<file path="config.mk">
export PLATFORM = sky130hd
export DESIGN_NAME = res_st_alloc_flat
export DESIGN_NICKNAME = d
export VERILOG_FILES = /design/src/rtl/res_st_alloc_if.sv /design/src/rtl/res_st_alloc.sv /design/src/flat_wrapper.sv
export SDC_FILE = /design/constraint.sdc
export NUM_CORES = 1
export LEC_CHECK = 0
export BUFFER_PORTS_ARGS = -buffer_cell sky130_fd_sc_hd__buf_4
export CAP_MARGIN = 20
export CELL_PAD_IN_SITES_DETAIL_PLACEMENT = 0
export CELL_PAD_IN_SITES_GLOBAL_PLACEMENT = 1
export CORE_AREA = 2 2 64 126
export CTS_BUF_LIST = sky130_fd_sc_hd__clkbuf_8
export DETAILED_ROUTE_END_ITERATION = 10
export DIE_AREA = 0 0 66 128
export HOLD_SLACK_MARGIN = 0.02
export PLACE_DENSITY_LB_ADDON = 0.2
export RECOVER_POWER = 25
export SLEW_MARGIN = 20
export SYNTH_ARGS = -nofsm -noshare
export SYNTH_HDL_FRONTEND = slang
export SYNTH_SLANG_ARGS = --single-unit
</file>
<file path="constraint.sdc">
create_clock -name clk -period 7.9 [get_ports clk]
set_input_delay 0.395 -clock clk [delete_from_list [all_inputs] [get_ports clk]]
set_output_delay 0.395 -clock clk [all_outputs]
set_load 0.005 [all_outputs]
</file>
<file path="src/rtl/res_st_alloc_if.sv">
// res_st_alloc_if: dispatch/issue-side handshake bundle for the reservation station slot allocator
interface res_st_alloc_if #(
    parameter int RES_ST_DEPTH = 32,
    parameter int ADDR_W = $clog2(RES_ST_DEPTH)
);
    logic alloc_req;
    logic alloc_gnt;
    logic [ADDR_W-1:0] alloc_addr;
    logic rel1_en;
    logic [ADDR_W-1:0] rel1_addr;
    logic rel2_en;
    logic [ADDR_W-1:0] rel2_addr;
    logic flush;
    logic [RES_ST_DEPTH-1:0] busy_mask;
    logic [ADDR_W:0] free_cnt;
    logic full;
    logic empty;
    logic err;
    modport master (
        output alloc_req, rel1_en, rel1_addr, rel2_en, rel2_addr, flush,
        input alloc_gnt, alloc_addr, busy_mask, free_cnt, full, empty, err
    );
    modport slave (
        input alloc_req, rel1_en, rel1_addr, rel2_en, rel2_addr, flush,
        output alloc_gnt, alloc_addr, busy_mask, free_cnt, full, empty, err
    );
endinterface

</file>
<file path="src/rtl/res_st_alloc.sv">
// res_st_alloc: reservation station free-list, hands out lowest free entry and reclaims up to two per cycle
module res_st_alloc #(
    parameter int RES_ST_DEPTH = 32,
    parameter int ADDR_W = $clog2(RES_ST_DEPTH)
) (
    input logic clk,
    input logic rst,
    res_st_alloc_if.slave bus
);
    logic [RES_ST_DEPTH-1:0] busy_q, busy_d;
    logic [ADDR_W:0] free_q, free_d;
    logic err_q, err_d;
    logic [ADDR_W-1:0] addr;
    logic full, gnt, v1, v2, same, bad;
    always_comb begin
        addr = '0;
        for (int i = RES_ST_DEPTH - 1; i >= 0; i--)
            if (!busy_q[i]) addr = ADDR_W'(i);
    end
    always_comb begin
        full = free_q == '0;
        gnt = bus.alloc_req & ~full & ~bus.flush & rst;
        same = bus.rel1_addr == bus.rel2_addr;
        v1 = bus.rel1_en & busy_q[bus.rel1_addr];
        v2 = bus.rel2_en & busy_q[bus.rel2_addr] & ~(v1 & same);
        bad = (bus.rel1_en & ~busy_q[bus.rel1_addr]) | (bus.rel2_en & ~busy_q[bus.rel2_addr]) |
              (bus.rel1_en & bus.rel2_en & same);
        busy_d = busy_q;
        if (gnt) busy_d[addr] = 1'b1;
        if (v1) busy_d[bus.rel1_addr] = 1'b0;
        if (v2) busy_d[bus.rel2_addr] = 1'b0;
        free_d = free_q - (ADDR_W + 1)'(gnt) + (ADDR_W + 1)'(v1) + (ADDR_W + 1)'(v2);
        err_d = err_q | (bad & ~bus.flush);
        busy_d = bus.flush ? '0 : busy_d;
        free_d = bus.flush ? (ADDR_W + 1)'(RES_ST_DEPTH) : free_d;
    end
    always_ff @(posedge clk) begin
        if (!rst) begin
            busy_q <= '0;
            free_q <= (ADDR_W + 1)'(RES_ST_DEPTH);
            err_q <= 1'b0;
        end else begin
            busy_q <= busy_d;
            free_q <= free_d;
            err_q <= err_d;
        end
    end
    assign bus.alloc_gnt = gnt;
    assign bus.alloc_addr = addr;
    assign bus.busy_mask = busy_q;
    assign bus.free_cnt = free_q;
    assign bus.full = full;
    assign bus.empty = free_q == (ADDR_W + 1)'(RES_ST_DEPTH);
    assign bus.err = err_q;
endmodule

</file>
<file path="src/flat_wrapper.sv">
// flat-port wrapper written by rule: the top's interface ports become plain ports
module res_st_alloc_flat 
#(
    parameter int RES_ST_DEPTH = 32,
    parameter int ADDR_W = $clog2(RES_ST_DEPTH)
)
  (clk, rst, bus_alloc_req, bus_rel1_en, bus_rel1_addr, bus_rel2_en, bus_rel2_addr, bus_flush, bus_alloc_gnt, bus_alloc_addr, bus_busy_mask, bus_free_cnt, bus_full, bus_empty, bus_err);
  res_st_alloc_if #(.RES_ST_DEPTH(RES_ST_DEPTH), .ADDR_W(ADDR_W)) bus_i ();
  input logic clk;
  input logic rst;
  input wire logic [$bits(bus_i.alloc_req)-1:0] bus_alloc_req;
  input wire logic [$bits(bus_i.rel1_en)-1:0] bus_rel1_en;
  input wire logic [$bits(bus_i.rel1_addr)-1:0] bus_rel1_addr;
  input wire logic [$bits(bus_i.rel2_en)-1:0] bus_rel2_en;
  input wire logic [$bits(bus_i.rel2_addr)-1:0] bus_rel2_addr;
  input wire logic [$bits(bus_i.flush)-1:0] bus_flush;
  output wire logic [$bits(bus_i.alloc_gnt)-1:0] bus_alloc_gnt;
  output wire logic [$bits(bus_i.alloc_addr)-1:0] bus_alloc_addr;
  output wire logic [$bits(bus_i.busy_mask)-1:0] bus_busy_mask;
  output wire logic [$bits(bus_i.free_cnt)-1:0] bus_free_cnt;
  output wire logic [$bits(bus_i.full)-1:0] bus_full;
  output wire logic [$bits(bus_i.empty)-1:0] bus_empty;
  output wire logic [$bits(bus_i.err)-1:0] bus_err;
  assign bus_i.alloc_req = bus_alloc_req;
  assign bus_i.rel1_en = bus_rel1_en;
  assign bus_i.rel1_addr = bus_rel1_addr;
  assign bus_i.rel2_en = bus_rel2_en;
  assign bus_i.rel2_addr = bus_rel2_addr;
  assign bus_i.flush = bus_flush;
  assign bus_alloc_gnt = bus_i.alloc_gnt;
  assign bus_alloc_addr = bus_i.alloc_addr;
  assign bus_busy_mask = bus_i.busy_mask;
  assign bus_free_cnt = bus_i.free_cnt;
  assign bus_full = bus_i.full;
  assign bus_empty = bus_i.empty;
  assign bus_err = bus_i.err;
  res_st_alloc #(.RES_ST_DEPTH(RES_ST_DEPTH), .ADDR_W(ADDR_W)) u_core (.clk(clk), .rst(rst), .bus(bus_i));
endmodule
</file>
After elaboration in Yosys (flattened, before gate mapping)
Index checks and enable logic that the tools add are counted.

storage, ports and cells
  bits in read-only memories = 0
  output and inout port bits = 47
  register bits after elaboration = 39
  bits of input ports = 16
  memories = 0
  word-level logic and storage cells = 90
  bits in latches = 0
  memory bits (writable) = 0

cells by class
  equality and inequality tests = 2
  reduce and logical (&&, ||, !) cells = 5
  add/subtract/negate cells = 3
  bitwise operators = 26
  shifts and indexed selects = 0
  divide/modulo/power cells = 0
  magnitude comparators = 6
  mux-type cells = 45
  multiply operators = 0

operator list
  operator              count
  $mux W5               32
  $mux W32              3
  $and A32 B32 Y32      2
  $not A32 Y32          2
  $or A32 B32 Y32       1
  $lt A5 B6 Y1 const B  3
  $demux W1 S5          3
  $ge A5 B1 Y1 const B  3
  $add A6 B1 Y6         2
  $and A1 B1 Y1         12
  $bmux W1 S5           2
  $eq A6 B6 Y1 const B  1
  $logic_not A6 Y1      1
  $not A1 Y1            6
  $sub A6 B1 Y6         1
  $eq A5 B5 Y1          1
  $mux W1               5
  $logic_and A1 B1 Y1   3
  $or A1 B1 Y1          3
  $reduce_or A2 Y1      1

Longest topological paths before layout
Gate-level depths: netlist of run 1.

  word-level depth = 42
  mapped depth = 16

Least setup slack after synthesis of run 1
No wires, ideal clock.

  kind = input -> register
  from = input port bus_rel1_addr[2]
  to = register u_core.free_q[4], in the netlist u_core.bus.free_cnt[4]
  slack = 4,804 ps
  data arrival time = 2,964 ps
  stages on the path = 14
  required time = 7,768 ps
  cells stage by stage = or3_1 o221ai_1 a22o_4 o21ai_4 buf_6 ha_1 inv_1 fa_1 fa_1 a21oi_1 nor2_1 nor2_1 xor2_1 nor2_1

between the ends
  longest elaborated chain between the ends = 7
  elaborated cells between the ends (all ways) = 9
  those cells by class = add/sub: 2; eq/ne: 1; mux: 2; bitwise: 4

ends and longest elaborated chain
  item                                                   line                text
  start, declared                                        flat_wrapper.sv:13  input wire logic [$bits(bus_i.rel1_addr)-1:0] bus_rel1_addr;
  branches (longest 6 deep; another with $add A6 B1 Y6)  -
  $add A6 B1 Y6 (*)                                      res_st_alloc.sv:32  free_d = free_q - (ADDR_W + 1)'(gnt) + (ADDR_W + 1)'(v1) + (ADDR_W + 1)'(v2);
  end signal, assigned                                   res_st_alloc.sv:40  free_q <= (ADDR_W + 1)'(RES_ST_DEPTH);
  end signal, assigned                                   res_st_alloc.sv:44  free_q <= free_d;
  end, declared                                          res_st_alloc.sv:11  logic [ADDR_W:0] free_q, free_d;

Every way passes the cells marked *. The select of a mux whose other input is x is not followed.
A chain may end at the register's enable or synchronous reset.

Final worst setup path of run 1
  from = register u_core.busy_q[31], in the netlist u_core.bus.busy_mask[31]
  to = output port bus_alloc_addr[0]

between the ends
  longest elaborated chain between the ends = 32

ends and longest elaborated chain
  item                    line                text
  start, declared         res_st_alloc.sv:10  logic [RES_ST_DEPTH-1:0] busy_q, busy_d;
  start signal, assigned  res_st_alloc.sv:43  busy_q <= busy_d;
  $mux W5 (32 in series)  res_st_alloc.sv:18  if (!busy_q[i]) addr = ADDR_W'(i);
  end, declared           flat_wrapper.sv:18  output wire logic [$bits(bus_i.alloc_addr)-1:0] bus_alloc_addr;

Every way passes these cells.

==> flow_summary.toml, run 1 <==
[clocking]
cts_max_level = 2
cts_root_buffer = "clkbuf_8"
cts.sinks = 39
cts_resized = 0
cts_tree = "yes"
post-cts-setup-buffers = 0
cts_buffers = 5
hold_buffers = 0
cts.clk_slew.worst_paths_ns = 0.08
cts_buffer_depth = 2
worstSkewPairLatency_ns = 0.31

[sta]
finalSetupViolations = 0
period_minus_slack_ns = 3.56
fmax_mhz = 281
hold_slack_ns = 0.357
rsz0062_at_grt = "no"
tns_ns = 0
fin_skew_ns = 0.00905
relSlewSlack_pct = 35.2
finalHoldViolCount = 0
worst_slew_pin_slew_ns = 0.973
finalMaxSlewViolations = 0
fin_crit_sh_pct = 45.1

[cells_and_area]
num-fill-cells = 782
finish.utilization_pct = 53.2
drive_gt1_share_pct = 22.0
nets = 476
multiInputGateArea_um2 = 2430
seq_area_um2 = 781
antenna_cells = 0
stdcell_count = 545
area_growth_syn_to_layout_pct = 16.8

[worst_setup_path]
cp_data_arrival_time_ns = 3.17
cp_max_fo = 15
cp-end-kind = "output port"
critical_path_class = "register to output port"
start_kind = "register"
worstPathRequired_ns = 7.51

[hold_path]
min_path_type = "primary input to register"

[logic_synthesis]
yosysWarnings = 0
synth_top_cell_area_share_pct = 22.7
synth_top_cell_by_area = "dfxtp_1"
ys_ff_latch = 39
synth_nets = 430
avgSynthCellArea_um2 = 8.50
yosys-top-cells-area = "dfxtp_1, mux2i_1, a2111oi_2"
netlist_instances = 404
async_flop_share_pct = 0
synthesis.area_um2 = 3430
ys_seq_area_share_pct = 22.7
synthDistinctLibCells = 66
synthFlopType = "dfxtp_1"
synth_edf_count = 0

[power_and_ir_drop]
vdd_ir_drop_max_mv = 0.134
power.total_uw = 527
swShare_pct = 28.7
seqPwrFrac_pct = 38.9
p_sw_uw = 151
p_leak_nw = 1.51
p_per_area_nw_per_um2 = 131
power.internal_uw = 375
pwr-share-comb_pct = 22.6
power.share.clock_pct = 38.5

[placement]
dp_hpwl_mm = 10.3
dp_cells = 537
gp_congestion = 0.999
portBuffers = 62

[floorplanning]
dieArea_um2 = 8450
die_w_um = 66
die_h_um = 128
ios = 63
coreArea_um2 = 7540
rows = 45
start_util_pct = 45.5

[drt]
vias = 3769
wl_mm = 13.9
routed_via_density = 6.92
ant_nets = 0
drc_errors = 0
drt-pass1-iter-count = 5
drt_iter0_markers = 448
wire_per_inst_um = 25.5

[global_route]
grt_pass1_wl_mm = 20.6
overflow = 0
antenna_found_initial = 0
grt_pass1_vias = 3587
grt_util_all_layers_pct = 33.4
grt_start_max_net_pins = 28

[job]
drv_cap = 0

[outcome]
run_status = "complete, no violations"
[kinds of logic after synthesis]
family,Yosys count,share of synthesized area (%)
buf+inv,45,6.67
simple gates,148,26.1
mux,32,9.40
flops,39,22.7
fa+ha+maj,10,4.08
xor+xnor,9,2.30
compound gates,121,28.7
[cells in the mapped netlist, types with 3 or more instances]
library cell	instances
nand2_1	22
nand3_1	9
a2111oi_1	11
o221ai_1	8
buf_2	11
nor2_1	29
a21o_1	3
and3b_1	13
xnor2_1	3
mux2i_1	30
ha_1	8
and4_1	3
a211oi_1	4
xor2_1	6
nand2b_1	4
a221oi_1	8
nor2b_1	4
a2111oi_2	10
or3_1	4
nand3b_1	6
and3_1	7
nor3_1	13
a31oi_1	24
a21boi_0	3
buf_6	4
clkbuf_1	8
and2_1	4
nor4_1	3
o22ai_1	7
a21oi_1	12
a22oi_1	5
nand4_1	8
inv_1	19
or3b_1	4
dfxtp_1	39
nor3_4	3
o21ai_0	9
[layer usage]
layer / track usage, % / up-vias / wire, um
met5: 0 / - / 0
met4: 26.8 / 0 / 1260
met3: 5.97 / 63 / 994
met2: 55.3 / 239 / 6820
met1: 36.2 / 1794 / 4800
li1: - / 1673 / -
[cells in the final DEF, fill, tap and decap left out, drive strengths merged, types with 5 or more instances in the layout]
cell	synthesis	layout
buf	16	42
dfxtp	39	39
mux2i	30	30
nor2	29	29
clkbuf	8	26
a31oi	24	24
a2111oi	23	23
nand2	22	22
inv	19	20
nor3	17	17
and3b	13	13
a21oi	13	13
o21ai	10	10
nand3	9	9
nand4	9	9
o221ai	8	8
a221oi	8	8
ha	8	8
and3	8	8
o22ai	7	7
nand3b	6	6
xor2	6	6
or3b	6	6
a22oi	5	5
nor2b	5	5
[metrics by stage]
step	cell area, um^2	worst slack [ns]
3_5_place_dp	3880	4.33
6_report	4010	4.34
5_1_grt	4010	4.36
2_1_floorplan	3430	4.80
3_3_place_gp	3870	4.37
4_1_cts	4010	4.44
[flip-flops by register name (all words and copies together) (netlist names)]
name / count
u_core.bus.busy_mask: 32
u_core.bus.err: 1
u_core.bus.free_cnt: 6
[path summary, 6_finish.rpt]
check                      startpoint                       end  slack, ns  depth (start not counted)
min reg2reg            u_core.bus.err            u_core.bus.err       0.54                          2
min                               rst            u_core.bus.err       0.36                          3
max reg2reg  u_core.bus.busy_mask[26]  u_core.bus.busy_mask[29]       4.55                          6
max          u_core.bus.busy_mask[31]         bus_alloc_addr[0]       4.34                          7
[worst max-delay path, cell delays in order (launching register included)]
cell,delay [ns]
dfxtp_1,0.61
nand2b_1,0.17
a21oi_1,0.07
a211o_1,0.32
a211o_1,0.36
nand2_1,0.49
clkinv_1,0.55
buf_4,0.29
[cell type report]
type                    instances  share of cell area, %
clock buffers                   5                   1.72
inverters                      21                   1.97
repair buffers                 63                   11.8
clock inverters                 3                   1.59
well taps                      94                   2.93
flip-flops and latches         39                   19.5
multi-input cells             320                   60.5
[power by group through the flow]
stage / clock [mW] / sequential, mW / combinational (mW)
global placement: 0 / 0.210 / 0.118
finish: 0.203 / 0.205 / 0.119
CTS: 0.205 / 0.205 / 0.119
global route: 0.209 / 0.206 / 0.130
detailed placement: 0 / 0.210 / 0.118
floorplan: 0 / 0.209 / 0.0789
No activity file was read; power rests on OpenSTA's default activity.
==> run 2, diff against run 1 <==
--- a/config.mk
+++ b/config.mk
@@ -5,14 +5,15 @@
 export SDC_FILE = /design/constraint.sdc
 export NUM_CORES = 1
 export LEC_CHECK = 0
+export ABC_AREA = 1
 export BUFFER_PORTS_ARGS = -buffer_cell sky130_fd_sc_hd__buf_4
 export CAP_MARGIN = 20
 export CELL_PAD_IN_SITES_DETAIL_PLACEMENT = 0
 export CELL_PAD_IN_SITES_GLOBAL_PLACEMENT = 1
-export CORE_AREA = 2 2 64 126
+export CORE_AREA = 2 2 70 138
 export CTS_BUF_LIST = sky130_fd_sc_hd__clkbuf_8
 export DETAILED_ROUTE_END_ITERATION = 10
-export DIE_AREA = 0 0 66 128
+export DIE_AREA = 0 0 72 140
 export HOLD_SLACK_MARGIN = 0.02
 export PLACE_DENSITY_LB_ADDON = 0.2
 export RECOVER_POWER = 25
==> constraint.sdc (replaced) <==
create_clock -name clk -period 2.9 [get_ports clk]
set_input_delay 0.145 -clock clk [delete_from_list [all_inputs] [get_ports clk]]
set_output_delay 0.145 -clock clk [all_outputs]
set_load 0.005 [all_outputs]
==> flow_summary.toml, run 2 <==
[outcome]
run_status = "complete, no violations"

[sta]
finalHoldViolCount = 0
fmax_mhz = 351
relSlewSlack_pct = 38.7
worst_slack_ns = 0.0477
fin_crit_sh_pct = 98.4
finalSetupViolations = 0
fin_skew_ns = 0.0108
worst_slew_pin_slew_ns = 0.912
period_minus_slack_ns = 2.85
finalMaxSlewViolations = 0
rsz0062_at_grt = "yes"

[clocking]
cts_buffers = 5
cts_tree = "yes"
worstSkewPairLatency_ns = 0.31
cts_buffer_depth = 2
cts.clk_slew.worst_paths_ns = 0.09
cts.sinks = 39
cts_root_buffer = "clkbuf_8"
hold_buffers = 0
cts_max_level = 2

[worst_setup_path]
cp_data_arrival_time_ns = 3.10
start_kind = "register"
cp_max_fo = 3
cp-end-kind = "register"
critical_path_class = "register to register"
worstPathRequired_ns = 3.15

[logic_synthesis]
async_flop_share_pct = 0
synthDistinctLibCells = 41
synth_commonest_cells = "nand2_1, nand3_1, inv_1"
synthesis.area_um2 = 3170
synth_top_cell_area_share_pct = 24.7
yosys-top-cells-area = "dfxtp_1, nand3_1, nand2_1"
avgSynthCellArea_um2 = 6.23
synthFlopType = "dfxtp_1"
yosys.cell_count.top_type = "nand2_1"
synth_edf_count = 0
ys_ff_latch = 39
yosysWarnings = 0
netlist_instances = 508
synth_nets = 534
synth_top_cell_by_area = "dfxtp_1"
ys_seq_area_share_pct = 24.7

[placement]
place_ws_ns = -0.454
dp_hpwl_mm = 11.4
gp_congestion = 0.995
portBuffers = 62

[global_route]
grtUsageMet1_pct = 29.7
top_usage_layer = "met2"
antenna_found_initial = 0
grtUsageMet3_pct = 2.66
grt_util_met2_pct = 54.6
grt_start_max_net_pins = 36
overflow = 0
grt_util_all_layers_pct = 28.9
grt_pass1_vias = 4180
grt_pass1_wl_mm = 22.0

[floorplanning]
rows = 49
ios = 63
dieArea_um2 = 10100
die_w_um = 72
die_h_um = 140
start_util_pct = 35.1
coreArea_um2 = 9010

[cells_and_area]
layout_commonest_cell = "buf_4"
nets = 685
antenna_cells = 0
final_cell_mix = "buf_4, nand2_1, inv_1, nand3_1, nor2_1"
num-fill-cells = 945
area_growth_syn_to_layout_pct = 53.6
drive_gt1_share_pct = 35.9
largest_reg_flops = 32

[drt]
ant_nets = 0
drc_errors = 0
wl_mm = 14.7
drt-pass1-iter-count = 5
routed_via_density = 5.69
drt_iter0_markers = 399
wire_per_inst_um = 19.3
vias = 4337

[power_and_ir_drop]
power.total_mw = 1.23
pwr-share-comb_pct = 23.4
vdd_ir_drop_max_mv = 0.234
power.internal_uw = 824
p_sw_uw = 403
power.share.clock_pct = 31.9
seqPwrFrac_pct = 44.7
p_leak_nw = 1.88
p_per_area_nw_per_um2 = 252
swShare_pct = 32.8

[hold_path]
min_path_type = "primary input to register"

[job]
drv_cap = 0
## run 2: cell count changes in the layout (fill, tap and decap cells not counted), moves of 23 or more
cell / before / now
inv_1: 20 / 64
nand3_1: 9 / 64
buf_4: 42 / 147
nand2_1: 21 / 89
mux2i_1: 30 / 0
a31oi_1: 24 / 1
## run 2: path summary, 6_finish.rpt
| path | to | slack [ns] | startpoint | cells after the start |
|---|---|---|---|---|
| worst max-delay path | u_core.bus.free_cnt[4] | 0.05 | u_core.bus.busy_mask[11] | 16 |
| worst min-delay path | u_core.bus.err | 0.04 | rst | 3 |
| worst max register to register | u_core.bus.free_cnt[4] | 0.05 | u_core.bus.busy_mask[11] | 16 |
| worst min register to register | u_core.bus.err | 0.47 | u_core.bus.err | 2 |
## run 2: routing by layer
| metal | vias to the layer above | routed length (um) |
|---|---|---|
| met3 | 51 | 600 |
| li1 | 2054 | - |
| met5 | - | 0 |
| met2 | 193 | 8140 |
| met1 | 2039 | 5150 |
| met4 | 0 | 848 |
## run 2: cell type report
type	instances	area, um^2	area share (%)
inverters	77	293	6.02
clock inverters	3	12.5	0.257
well taps	102	128	2.62
flip-flops and latches	39	792	16.3
clock buffers	5	68.8	1.42
multi-input cells	377	2260	46.5
repair buffers	159	1310	26.9
## run 2: cell families (layout without fill, tap and decap cells)
logic type / Yosys count / in the layout / synth area share (%)
AND/OR/NAND/NOR: 266 / 266 / 38.6
AO/OA/AOI/OAI: 98 / 98 / 19.8
buffers and inverters: 92 / 244 / 11.7
flip-flops: 39 / 39 / 24.7
adder cells (fa/ha/maj): 10 / 10 / 4.43
XOR/XNOR: 3 / 3 / 0.830
## run 2: worst max-delay path: stages (launching register included)
cell	delay [ns]
dfxtp_1	0.36
a22oi_1	0.19
o221ai_1	0.14
a22o_1	0.25
a221oi_2	0.24
a21oi_1	0.11
nand2_1	0.11
inv_2	0.05
fa_2	0.36
fa_2	0.34
nand2_1	0.06
inv_1	0.05
nor2_2	0.13
nor2_1	0.05
nor2_1	0.14
o21ai_1	0.07
a21oi_1	0.12
## run 2: metrics by stage
step	util, %	cell area, um^2	hold slack, ns	instances	TNS (ns)
5_1_grt	53.9	4860	0.0494	762	-3.11
3_3_place_gp	48.9	4410	0.363	746	-1.03
2_1_floorplan	-	3180	0.254	508	0
6_report	53.9	4860	0.0355	762	0
3_5_place_dp	48.9	4410	0.368	746	-1.09
4_1_cts	50.2	4530	0.0423	756	0
## run 2: power groups by stage
stage	Combinational [mW]	Clock [mW]	Sequential (mW)
after floorplan	0.122	0	0.561
after global placement	0.267	0	0.562
after detailed placement	0.267	0	0.562
after CTS	0.270	0.392	0.549
after global routing	0.312	0.410	0.550
final	0.287	0.391	0.549
## run 2: what timing repair did
item	4_1_cts	5_1_grt
hold endpoints to repair	0	0
pin swaps	3	24
cloned	0	2
buffers inserted	2	4
endpoints found under the setup margin	3	34
gates resized for setup	12	65
